File: src/rtl/clk_meas_pkg.sv
// Shared definitions for the clock period monitor.
// Holds the measurement FSM state type and the default counter width and
// synchronizer depth used by clk_period_monitor and its interface.
package clk_meas_pkg;

  localparam int unsigned DefCntW       = 16;
  localparam int unsigned DefSyncStages = 2;

  typedef enum logic [1:0] {
    StIdle,
    StArm,
    StMeas
  } meas_state_e;

endpackage

File: src/rtl/clk_period_monitor_if.sv
// Signal bundle between a pulse-train source/consumer and clk_period_monitor.
//   sig_in, enable               : stimulus side -> monitor
//   period, high_time, duty50    : last completed measurement (held)
//   meas_valid, timeout          : one-cycle event pulses
// Modport master is the stimulus/consumer side, slave is the monitor.
interface clk_period_monitor_if
  import clk_meas_pkg::*;
#(
  parameter int unsigned CNT_W = DefCntW
);

  logic             sig_in;
  logic             enable;
  logic [CNT_W-1:0] period;
  logic [CNT_W-1:0] high_time;
  logic             meas_valid;
  logic             duty50;
  logic             timeout;

  modport master (
    output sig_in,
    output enable,
    input  period,
    input  high_time,
    input  meas_valid,
    input  duty50,
    input  timeout
  );

  modport slave (
    input  sig_in,
    input  enable,
    output period,
    output high_time,
    output meas_valid,
    output duty50,
    output timeout
  );

endinterface

File: src/rtl/sync_edge_det.sv
// Synchronizes an asynchronous level into the clk domain and flags its edges.
//   clk, reset : system clock, asynchronous active-high reset
//   sig_in     : asynchronous input
//   s          : synchronized level
//   rdet, fdet : single-cycle rising / falling edge of s
// Edges are only reported once the previous value of s came from a real
// post-reset sample, so an input already high at reset release does not
// produce a spurious rising edge before s has been seen low.
module sync_edge_det #(
  parameter int unsigned SYNC_STAGES = 2
) (
  input  logic clk,
  input  logic reset,
  input  logic sig_in,
  output logic s,
  output logic rdet,
  output logic fdet
);

  logic [SYNC_STAGES-1:0] sync_q;
  // Marks which pipeline positions hold real samples; the extra top bit
  // covers prev_q.
  logic [SYNC_STAGES:0]   vld_q;
  logic                   prev_q;

  always_ff @(posedge clk or posedge reset) begin
    if (reset) begin
      sync_q <= '0;
      vld_q  <= '0;
      prev_q <= 1'b0;
    end else begin
      sync_q <= {sync_q[SYNC_STAGES-2:0], sig_in};
      vld_q  <= {vld_q[SYNC_STAGES-1:0], 1'b1};
      prev_q <= s;
    end
  end

  assign s    = sync_q[SYNC_STAGES-1];
  assign rdet = vld_q[SYNC_STAGES] & s & ~prev_q;
  assign fdet = vld_q[SYNC_STAGES] & ~s & prev_q;

endmodule

File: src/rtl/clk_period_monitor.sv
// Measures period and high time of a slow pulse train in clk cycles.
//   clk, reset : system clock, asynchronous active-high reset
//   mon        : slave side of clk_period_monitor_if (sig_in/enable in,
//                period/high_time/duty50/meas_valid/timeout out)
// A measurement window runs from one rising edge of the synchronized input
// to the next. Counters saturate at all-ones; reaching that without an edge
// reports timeout and re-arms. Results only change on meas_valid.
module clk_period_monitor
  import clk_meas_pkg::*;
#(
  parameter int unsigned CNT_W       = DefCntW,
  parameter int unsigned SYNC_STAGES = DefSyncStages
) (
  input logic                 clk,
  input logic                 reset,
  clk_period_monitor_if.slave mon
);

  localparam logic [CNT_W-1:0] CntOne = CNT_W'(1);

  logic s, rdet, fdet;
  logic enable, cnt_max;

  meas_state_e      state_q, state_d;
  logic [CNT_W-1:0] cnt_q, cnt_d, hcnt_q, hcnt_d;
  logic [CNT_W-1:0] period_q, period_d, high_q, high_d;
  logic             duty_q, duty_d, valid_q, valid_d, tmo_q, tmo_d;

  sync_edge_det #(
    .SYNC_STAGES(SYNC_STAGES)
  ) u_sync (
    .clk   (clk),
    .reset (reset),
    .sig_in(mon.sig_in),
    .s     (s),
    .rdet  (rdet),
    .fdet  (fdet)
  );

  assign enable  = mon.enable;
  assign cnt_max = (cnt_q == '1);

  always_ff @(posedge clk or posedge reset) begin
    if (reset) begin
      state_q  <= StIdle;
      cnt_q    <= '0;
      hcnt_q   <= '0;
      period_q <= '0;
      high_q   <= '0;
      duty_q   <= 1'b0;
      valid_q  <= 1'b0;
      tmo_q    <= 1'b0;
    end else begin
      state_q  <= state_d;
      cnt_q    <= cnt_d;
      hcnt_q   <= hcnt_d;
      period_q <= period_d;
      high_q   <= high_d;
      duty_q   <= duty_d;
      valid_q  <= valid_d;
      tmo_q    <= tmo_d;
    end
  end

  always_comb begin
    state_d = state_q;
    unique case (state_q)
      StIdle:  if (enable) state_d = StArm;
      StArm:   if (rdet) state_d = StMeas;
      StMeas:  if (!rdet && cnt_max) state_d = StArm;
      default: state_d = StIdle;
    endcase
    if (!enable) state_d = StIdle;
  end

  always_comb begin
    cnt_d    = '0;
    hcnt_d   = '0;
    period_d = period_q;
    high_d   = high_q;
    duty_d   = duty_q;
    valid_d  = 1'b0;
    tmo_d    = 1'b0;
    if (enable) begin
      unique case (state_q)
        StArm: begin
          // The edge cycle is the first cycle of the window and s is high.
          if (rdet) begin
            cnt_d  = CntOne;
            hcnt_d = CntOne;
          end
        end
        StMeas: begin
          if (rdet) begin
            period_d = cnt_q;
            high_d   = hcnt_q;
            duty_d   = ({hcnt_q, 1'b0} == {1'b0, cnt_q});
            valid_d  = 1'b1;
            cnt_d    = CntOne;
            hcnt_d   = CntOne;
          end else if (cnt_max) begin
            tmo_d = 1'b1;
          end else begin
            cnt_d  = cnt_q + CntOne;
            hcnt_d = hcnt_q + CNT_W'(s);
          end
        end
        default: ;
      endcase
    end
  end

  assign mon.period     = period_q;
  assign mon.high_time  = high_q;
  assign mon.duty50     = duty_q;
  assign mon.meas_valid = valid_q;
  assign mon.timeout    = tmo_q;

  edges_exclusive: assert property (@(posedge clk) disable iff (reset) !(rdet && fdet));
  events_exclusive: assert property (@(posedge clk) disable iff (reset) !(valid_q && tmo_q));

endmodule

File: src/flat_wrapper.sv
// flat-port wrapper written by rule: the top's interface ports become plain ports
module clk_period_monitor_flat import clk_meas_pkg::*;
#(
  parameter int unsigned CNT_W       = DefCntW,
  parameter int unsigned SYNC_STAGES = DefSyncStages
)
  (clk, reset, mon_sig_in, mon_enable, mon_period, mon_high_time, mon_meas_valid, mon_duty50, mon_timeout);
  clk_period_monitor_if #(.CNT_W(CNT_W)) mon_i ();
  input logic clk;
  input logic reset;
  input wire logic [$bits(mon_i.sig_in)-1:0] mon_sig_in;
  input wire logic [$bits(mon_i.enable)-1:0] mon_enable;
  output wire logic [$bits(mon_i.period)-1:0] mon_period;
  output wire logic [$bits(mon_i.high_time)-1:0] mon_high_time;
  output wire logic [$bits(mon_i.meas_valid)-1:0] mon_meas_valid;
  output wire logic [$bits(mon_i.duty50)-1:0] mon_duty50;
  output wire logic [$bits(mon_i.timeout)-1:0] mon_timeout;
  assign mon_i.sig_in = mon_sig_in;
  assign mon_i.enable = mon_enable;
  assign mon_period = mon_i.period;
  assign mon_high_time = mon_i.high_time;
  assign mon_meas_valid = mon_i.meas_valid;
  assign mon_duty50 = mon_i.duty50;
  assign mon_timeout = mon_i.timeout;
  clk_period_monitor #(.CNT_W(CNT_W), .SYNC_STAGES(SYNC_STAGES)) u_core (.clk(clk), .reset(reset), .mon(mon_i));
endmodule
File: config.mk
export PLATFORM = sky130hd
export DESIGN_NAME = clk_period_monitor_flat
export DESIGN_NICKNAME = d
export VERILOG_FILES = /design/src/rtl/clk_meas_pkg.sv /design/src/rtl/clk_period_monitor_if.sv /design/src/rtl/sync_edge_det.sv /design/src/rtl/clk_period_monitor.sv /design/src/flat_wrapper.sv
export SDC_FILE = /design/constraint.sdc
export NUM_CORES = 1
export LEC_CHECK = 0
export BUFFER_PORTS_ARGS = -buffer_cell sky130_fd_sc_hd__buf_2
export CAP_MARGIN = 20
export CORE_ASPECT_RATIO = 1.5
export CORE_MARGIN = 3
export CORE_UTILIZATION = 49
export DETAILED_ROUTE_END_ITERATION = 6
export GPL_TIMING_DRIVEN = 1
export PLACE_DENSITY = 0.71
export RECOVER_POWER = 100
export SYNTH_ARGS = -nofsm -noshare
export SYNTH_HDL_FRONTEND = slang
export SYNTH_SLANG_ARGS = --single-unit
File: constraint.sdc
create_clock -name clk -period 2.4 [get_ports clk]
set_input_delay 0.6 -clock clk [delete_from_list [all_inputs] [get_ports clk]]
set_output_delay 0.6 -clock clk [all_outputs]
set_load 0.02 [all_outputs]
==> results of run 1 <==
## final cells by class
class,count,area (um^2),share of cell area (%)
sequential,75,1880,49.7
multi-input combinational,195,1430,38.0
timing repair buffer,44,185,4.91
clock buffer,13,149,3.94
tap,78,97.6,2.59
inverter,8,33.8,0.895
## power groups by stage
stage / sequential, uW / combinational (uW) / clock [uW]
global placement: 1340 / 211 / 0
floorplan: 1350 / 155 / 0
global route: 1330 / 237 / 865
detailed placement: 1340 / 219 / 0
CTS: 1320 / 222 / 829
finish: 1320 / 211 / 802
## routing by layer
| layer | track usage [%] | up-vias | routed length, um |
|---|---|---|---|
| met1 | 21.4 | 1132 | 2670 |
| met5 | 0 | - | 0 |
| met3 | 4.21 | 12 | 209 |
| met2 | 30.3 | 36 | 3440 |
| li1 | - | 1097 | - |
| met4 | 9.54 | 0 | 169 |
## worst paths after layout
| path | end | slack [ps] | from |
|---|---|---|---|
| worst max-delay path | u_core.hcnt_q[9] | 260 | u_core.cnt_q[1] |
| worst min-delay path | u_core.u_sync.sync_q[1] | 350 | u_core.u_sync.sync_q[0] |
| worst max register to register | u_core.hcnt_q[9] | 260 | u_core.cnt_q[1] |
| worst min register to register | u_core.u_sync.sync_q[1] | 350 | u_core.u_sync.sync_q[0] |
| max in group asynchronous | u_core.mon.period[5] | 560 | reset |
| min in group asynchronous | u_core.mon.high_time[13] | 820 | reset |
## flip-flops by register name (all words and copies together), names as in the netlist
name	flops
u_core.mon.meas_valid	1
u_core.cnt_q	16
u_core.state_q	2
u_core.mon.high_time	16
u_core.u_sync.sync_q	2
u_core.mon.period	16
u_core.mon.timeout	1
u_core.u_sync.vld_q	3
u_core.u_sync.prev_q	1
u_core.hcnt_q	16
u_core.mon.duty50	1
## metrics by stage
stage          total power (uW)  hold WS (ps)  cell area, um^2
3_3_place_gp               1550           331             3700
6_report                   2330           349             3770
2_1_floorplan              1500           331             3490
4_1_cts                    2370           345             3840
3_5_place_dp               1560           335             3700
5_1_grt                    2430           349             3770
## cell families (layout without fill, tap and decap cells)
group,after synthesis,count (layout),synth area share [%]
AO/OA/AOI/OAI,15,15,2.55
buffers and inverters,27,65,4.99
other,1,1,0.108
AND/OR/NAND/NOR,97,97,14.8
flip-flops,75,75,53.8
XOR/XNOR,41,41,10.3
adder cells (fa/ha/maj),6,6,2.15
multiplexers,35,35,11.3
## cells in the final DEF, fill, tap and decap left out, drive strengths merged, types with 6 or more instances in the layout
cell and instances:
ha 6, nand3 11, nand2 9, nand4 14, xor2 13, clkbuf 50
dfrtp 75, nor3 7, inv 7, buf 7, mux2 34, nor2 31
xnor2 28, a21oi 9
==> impl_metrics.yaml, run 1 <==
status:
  violations: "max-capacitance violations, max-slew violations"
  outcome: "finished, violations left"
timing:
  hold_violations: 0
  rsz0062_at_grt: "no"
  fin_setup_tns_ps: 0
  finClkSkew_ps: 7.28
  setup-violations-final: 0
  finalMaxSlewViolations: 76
  tightest_slew_ps: 1640
  period_needed_ps: 2140
  slew_headroom_pct: -9.35
  setup_ws_ps: 263
  fin_crit_sh_pct: 89.1
  fmax_mhz: 468
layout:
  n_antenna_cell: 0
  stdcell_count: 413
  fillerInstances: 624
  drive_gt1_share_pct: 16.7
  fin_util_pct: 54.7
  fin_nets: 343
  syn_to_final_growth_pct: 8.21
worst_setup_path:
  crit_type: "flop to flop"
  worstPathCellList: "ha_1 > nand3_1 > or4_4 > nand2b_1 > buf_4 > nor2_1"
  worst-path-max-fanout: 15
  ff2ff_path_depth: 6
  slowest_delay_ps: 660
  cp-start-kind: "flop"
  arrival_ps: 2370
  timing.critical_path.max_delay_family: "simple AND/OR/NAND/NOR gates"
  cp_num_buf_inv: 1
  crit_path_end_kind: "flop"
  crit_required_ps: 2630
  slowest_stage: "or4_4"
  crit_cells: 6
clocking:
  clockRootBuffer: "clkbuf_8"
  cts_tree: "done"
  numCtsBuffers: 9
  path_clk_slew_ps: 70
  clk_latency_ps: 350
  htree_levels: 3
  clock-sinks: 75
  postCtsHoldBufs: 0
  cts.path.max_buffers: 2
  post_cts_buffers: 0
  ctsResizeCount: 0
power_and_ir_drop:
  comb_power_share_pct: 9.0
  seq_power_share_pct: 56.6
  clkPwrFrac_pct: 34.4
  intPower_uw: 1760
  cellLeakagePower_uw: 0.00162
  power_density_nw_per_um2: 618
  switching_share_pct: 24.4
  vdd_drop_max_mv: 0.367
  switching_power_uw: 568
global_routing:
  grt_start_max_net_pins: 76
  antenna_found_initial: 0
  gr-total-overflow: 0
  grt_pass1_wl_um: 11100
  grtUsageTotal_pct: 18.2
  grt_pass1_vias: 2256
floorplanning:
  die_w_um: 74.9
  die-area_um2: 8190
  io_pins: 39
  start_util_pct: 50.6
  core_um2: 6900
  die_h_um: 109
  row_count: 37
logic_synthesis:
  synth.distinct_cells: 37
  syn_nets: 307
  synth-main-ff-cell: "dfrtp_1"
  async_flop_share_pct: 100
  syn_area_um2: 3490
  synth_seq_cells: 75
  yosys_warnings: 0
  yosysMostFrequentCell: "dfrtp_1"
  yosys-top-cells-count: "dfrtp_1 (75), mux2_2 (34), nor2_1 (31)"
  synth_edf_count: 0
  synth.avg_cell_area_um2: 11.7
  yosysTopAreaCell: "dfrtp_1"
  ys_seq_area_share_pct: 53.8
  yosys.area.top_type_share_pct: 53.8
  synth.area.top_cells: "dfrtp_1 (54%), mux2_2 (11%), xnor2_1 (7.0%)"
  netlist_instances: 297
route:
  drt_iter0_drc: 117
  wirelength_um: 6500
  routedWlPerCell_um: 15.7
  ant_nets: 0
  drc_errors: 0
  first_pass_iters: 4
  avgViaCountPerCell: 5.51
  vias: 2277
placed_design:
  pre_cts_ws_ps: 377
  dp_hpwl_um: 4630
  place_congestion: 0.844
  numPortBuffers: 38
  placedCellCount: 400
min_path:
  whs_path_depth: 0
  hold_path_class: "flop to flop"
job:
  drv_cap: 1
Note: power is estimated with default switching activity, not from simulation.
==> run 2, diff against run 1 <==
HOLD_SLACK_MARGIN = 0.03   (was not set)
PLACE_DENSITY = 0.69   (was 0.71)
clock period = 2.1 ns   (was 2.4 ns; I/O delays follow)
==> impl_metrics.yaml, run 2 (same netlist as run 1, synthesis figures left out) <==
status:
  outcome: "finished, final reports clean"
layout:
  n_antenna_cell: 0
  syn_to_final_growth_pct: 12.7
  final_common_cell: "dfrtp_1"
  fin_nets: 350
  drive_gt1_share_pct: 19.4
  stdcell_count: 423
  mostFrequentLayoutCells: "dfrtp_1 (75), clkbuf_1 (38), mux2_2 (34)"
route:
  routedWlPerCell_um: 15.7
  drc_errors: 0
  vias: 2309
  drt_iter0_drc: 93
  avgViaCountPerCell: 5.46
  wirelength_um: 6640
  ant_nets: 0
  first_pass_iters: 4
power_and_ir_drop:
  power_density_nw_per_um2: 782
  comb_power_share_pct: 8.4
  vdd_drop_max_mv: 0.492
  clkPwrFrac_pct: 42.6
  cellLeakagePower_uw: 0.00170
  switching_power_uw: 677
  seq_power_share_pct: 49.0
  intPower_uw: 2400
  switching_share_pct: 22.0
floorplanning:
  row_count: 37
  die_h_um: 109
  core_um2: 6900
  start_util_pct: 50.6
  io_pins: 39
  die_w_um: 74.9
  die-area_um2: 8190
clocking:
  post_cts_buffers: 0
  htree_levels: 3
  clockRootBuffer: "clkbuf_8"
  path_clk_slew_ps: 70
  cts.path.max_buffers: 2
  clock-sinks: 75
  numCtsBuffers: 9
  cts_tree: "done"
  ctsResizeCount: 0
  clk_latency_ps: 340
  postCtsHoldBufs: 0
timing:
  hold_violations: 0
  rsz0062_at_grt: "no"
  finalMaxSlewViolations: 0
  fmax_mhz: 539
  period_needed_ps: 1860
  finClkSkew_ps: 8.07
  tightest_slew_ps: 1000
  fin_crit_sh_pct: 88.4
  slew_headroom_pct: 33.2
  fin_setup_tns_ps: 0
  setup-violations-final: 0
global_routing:
  antenna_found_initial: 0
  grt_pass1_wl_um: 11300
  grt_start_max_net_pins: 76
  gr-total-overflow: 0
  grtUsageTotal_pct: 18.5
  grt_pass1_vias: 2339
min_path:
  hold_path_class: "input pin to flop"
  min-delay-start: "mon_sig_in"
worst_setup_path:
  slowest_delay_ps: 610
  crit_path_end_kind: "flop"
  crit_required_ps: 2320
  cp-start-kind: "flop"
  crit_type: "flop to flop"
  slowest_stage: "or4_4"
  arrival_ps: 2070
  crit_start: "u_core.cnt_q[4]"
  r2r_start: "u_core.cnt_q[4]"
  worstPathCellList: "nand4_1 > or4_4 > nand2b_1 > buf_12 > a21oi_1"
  worst-path-max-fanout: 27
placed_design:
  dp_hpwl_um: 4780
  place_congestion: 0.850
  numPortBuffers: 38
  placedCellCount: 407
job:
  drv_cap: 0
## run 2: cell type report
class,instances,area (um^2)
flip-flops and latches,75,1880
fillers,615,2970
well taps,78,97.6
clock inverters,5,100
repair buffers,51,251
inverters,8,33.8
multi-input cells,195,1430
clock buffers,11,141
## run 2: final timing paths
kind / endpoint / slack [ps] / cells after the start
hold reg to reg: u_core.u_sync.vld_q[2] / 350 / 0
setup reg to reg: u_core.hcnt_q[15] / 240 / 5
max in group asynchronous: u_core.mon.meas_valid / 940 / 3
hold / removal: u_core.u_sync.sync_q[0] / 280 / 1
setup / recovery: u_core.hcnt_q[15] / 240 / 5
min in group asynchronous: u_core.mon.high_time[11] / 540 / 3
## run 2: through the flow
step	utilization [%]	hold WS, ps	worst slack (ps)	instance area, um^2	power, uW
2_1_floorplan	-	331	239	3490	1720
3_3_place_gp	54.5	333	290	3760	1780
3_5_place_dp	54.5	336	273	3760	1790
4_1_cts	58.0	256	230	4000	3130
5_1_grt	57.0	261	130	3930	3200
6_report	57.0	282	244	3930	3070
## run 2: power by group through the flow
stage	combinational, uW	clock (uW)	sequential [uW]
floorplan	177	0	1540
global placement	249	0	1530
detailed placement	261	0	1530
CTS	267	1360	1510
global route	292	1400	1510
finish	257	1310	1510
## run 2: layer usage
layer  vias up  global-route usage [%]  wire length [um]
met5         -                       0                 0
met4         0                    8.65               161
met1      1147                    21.7              2670
met3        14                    5.03               260
met2        44                    30.8              3540
li1       1104                       -                 -
## run 2: critical path: cells and delay by family (launching register included)
family | cells | cell delay, ps
buf+inv | 1 | 180
flops | 1 | 480
compound gates | 1 | 60
simple gates | 3 | 1000
==> run 3, diff against run 2 <==
CORE_UTILIZATION = 58   (was 49)
PLACE_DENSITY = 0.79   (was 0.69)
==> impl_metrics.yaml, run 3 (same netlist as run 1, synthesis figures left out) <==
timing:
  slew_headroom_pct: -5.91
  setup-violations-final: 0
  fin_setup_tns_ps: 0
  tightest_slew_ps: 1590
  whs_ps: 286
  finClkSkew_ps: 7.03
  period_needed_ps: 1900
  rsz0062_at_grt: "no"
  hold_violations: 0
  fin_crit_sh_pct: 90.5
  fmax_mhz: 526
  finalMaxSlewViolations: 76
clocking:
  post_cts_buffers: 0
  clockRootBuffer: "clkbuf_8"
  postCtsHoldBufs: 0
  clock-sinks: 75
  numCtsBuffers: 9
  clk_latency_ps: 350
  path_clk_slew_ps: 70
  ctsResizeCount: 0
  cts.path.max_buffers: 2
  htree_levels: 3
  cts_tree: "done"
layout:
  drive_gt1_share_pct: 19.0
  fillerInstances: 459
  syn_to_final_growth_pct: 11.7
  mostFrequentLayoutCells: "dfrtp_1 (75), clkbuf_1 (38), mux2_2 (34)"
  final_common_cell: "dfrtp_1"
  fin_nets: 348
  n_antenna_cell: 0
power_and_ir_drop:
  switching_power_uw: 686
  cellLeakagePower_uw: 0.00169
  power_uw: 2990
  vdd_drop_max_mv: 0.462
  comb_power_share_pct: 8.3
  switching_share_pct: 22.9
  seq_power_share_pct: 50.3
  clkPwrFrac_pct: 41.4
  power_density_nw_per_um2: 769
  intPower_uw: 2310
worst_setup_path:
  worst-path-max-fanout: 27
  arrival_ps: 2120
  crit_path_end_kind: "flop"
  crit_type: "flop to flop"
  cp-start-kind: "flop"
  crit_required_ps: 2320
route:
  routedWlPerCell_um: 16.5
  ant_nets: 0
  avgViaCountPerCell: 5.63
  drc_errors: 0
  vias: 2338
  drt_iter0_drc: 175
  first_pass_iters: 4
  wirelength_um: 6860
floorplanning:
  io_pins: 39
  die_h_um: 101
  die_w_um: 69.3
  start_util_pct: 59.9
  row_count: 34
  die-area_um2: 7000
  core_um2: 5830
global_routing:
  grtUsageTotal_pct: 21.4
  grt_pass1_vias: 2367
  grt_start_max_net_pins: 76
  gr-total-overflow: 0
  use_met2_pct: 38.5
  use_met1_pct: 23.4
  grt_pass1_wl_um: 11400
  antenna_found_initial: 0
  grtUsageMet3_pct: 5.79
  grt-busiest-layer: "met2"
job:
  drv_cap: 1
min_path:
  hold_path_class: "input pin to flop"
placed_design:
  place_congestion: 0.890
  numPortBuffers: 38
  dp_hpwl_um: 4790
status:
  outcome: "finished, violations left"
  violations: "max-capacitance violations, max-slew violations"
[run 3: cell count changes in the layout (fill, tap and decap cells not counted)]
cell / delta
nand4_1: -1
clkinvlp_4: +1
clkbuf_4: -1
buf_2: +1
clkbuf_8: +1
nand4_2: +1
clkinv_2: -1
bufinv_16: -1
nand3_2: -1
buf_4: -2
nand3_1: +1
[run 3: area by class of cell]
class,instances,area (um^2),share of cell area [%]
sequential,75,1880,48.2
clock buffer,12,155,3.98
tap,72,90.1,2.31
multi-input combinational,195,1430,36.8
inverter,8,33.8,0.867
timing repair buffer,49,234,6.01
clock inverter,4,72.6,1.86
[run 3: critical path: stages (launching register included)]
cell	delay, ps
dfrtp_1	430
ha_1	220
nand3_1	130
or4_4	600
nand2b_1	140
buf_12	180
a21oi_1	60
[run 3: final timing paths]
path	end	slack, ps	start	depth (start not counted)
worst min-delay path	u_core.u_sync.sync_q[0]	290	mon_sig_in	1
min in group asynchronous	u_core.mon.high_time[13]	760	reset	3
worst max-delay path	u_core.hcnt_q[14]	200	u_core.cnt_q[1]	6
max in group asynchronous	u_core.cnt_q[0]	400	reset	3
worst min register to register	u_core.u_sync.vld_q[1]	350	u_core.u_sync.vld_q[0]	0
worst max register to register	u_core.hcnt_q[14]	200	u_core.cnt_q[1]	6
[run 3: per-stage QoR]
stage	setup WS, ps	utilization [%]	area, um^2	std cells
2_1_floorplan	239	-	3490	297
4_1_cts	192	68.1	3970	415
6_report	200	66.8	3890	415
3_5_place_dp	226	64.1	3740	399
5_1_grt	75.7	66.8	3890	415
3_3_place_gp	287	64.1	3740	399
[run 3: power groups by stage]
stage | Clock [uW] | Combinational, uW | Sequential [uW]
final | 1240 | 248 | 1510
after global routing | 1340 | 278 | 1510
after CTS | 1270 | 259 | 1510
after detailed placement | 0 | 255 | 1530
after global placement | 0 | 246 | 1530
after floorplan | 0 | 177 | 1540
[run 3: per-layer routing]
layer | routed length (um) | share of wire [%]
met5 | 0 | 0
met4 | 125 | 1.8
met3 | 253 | 3.7
met2 | 3780 | 55
met1 | 2700 | 39
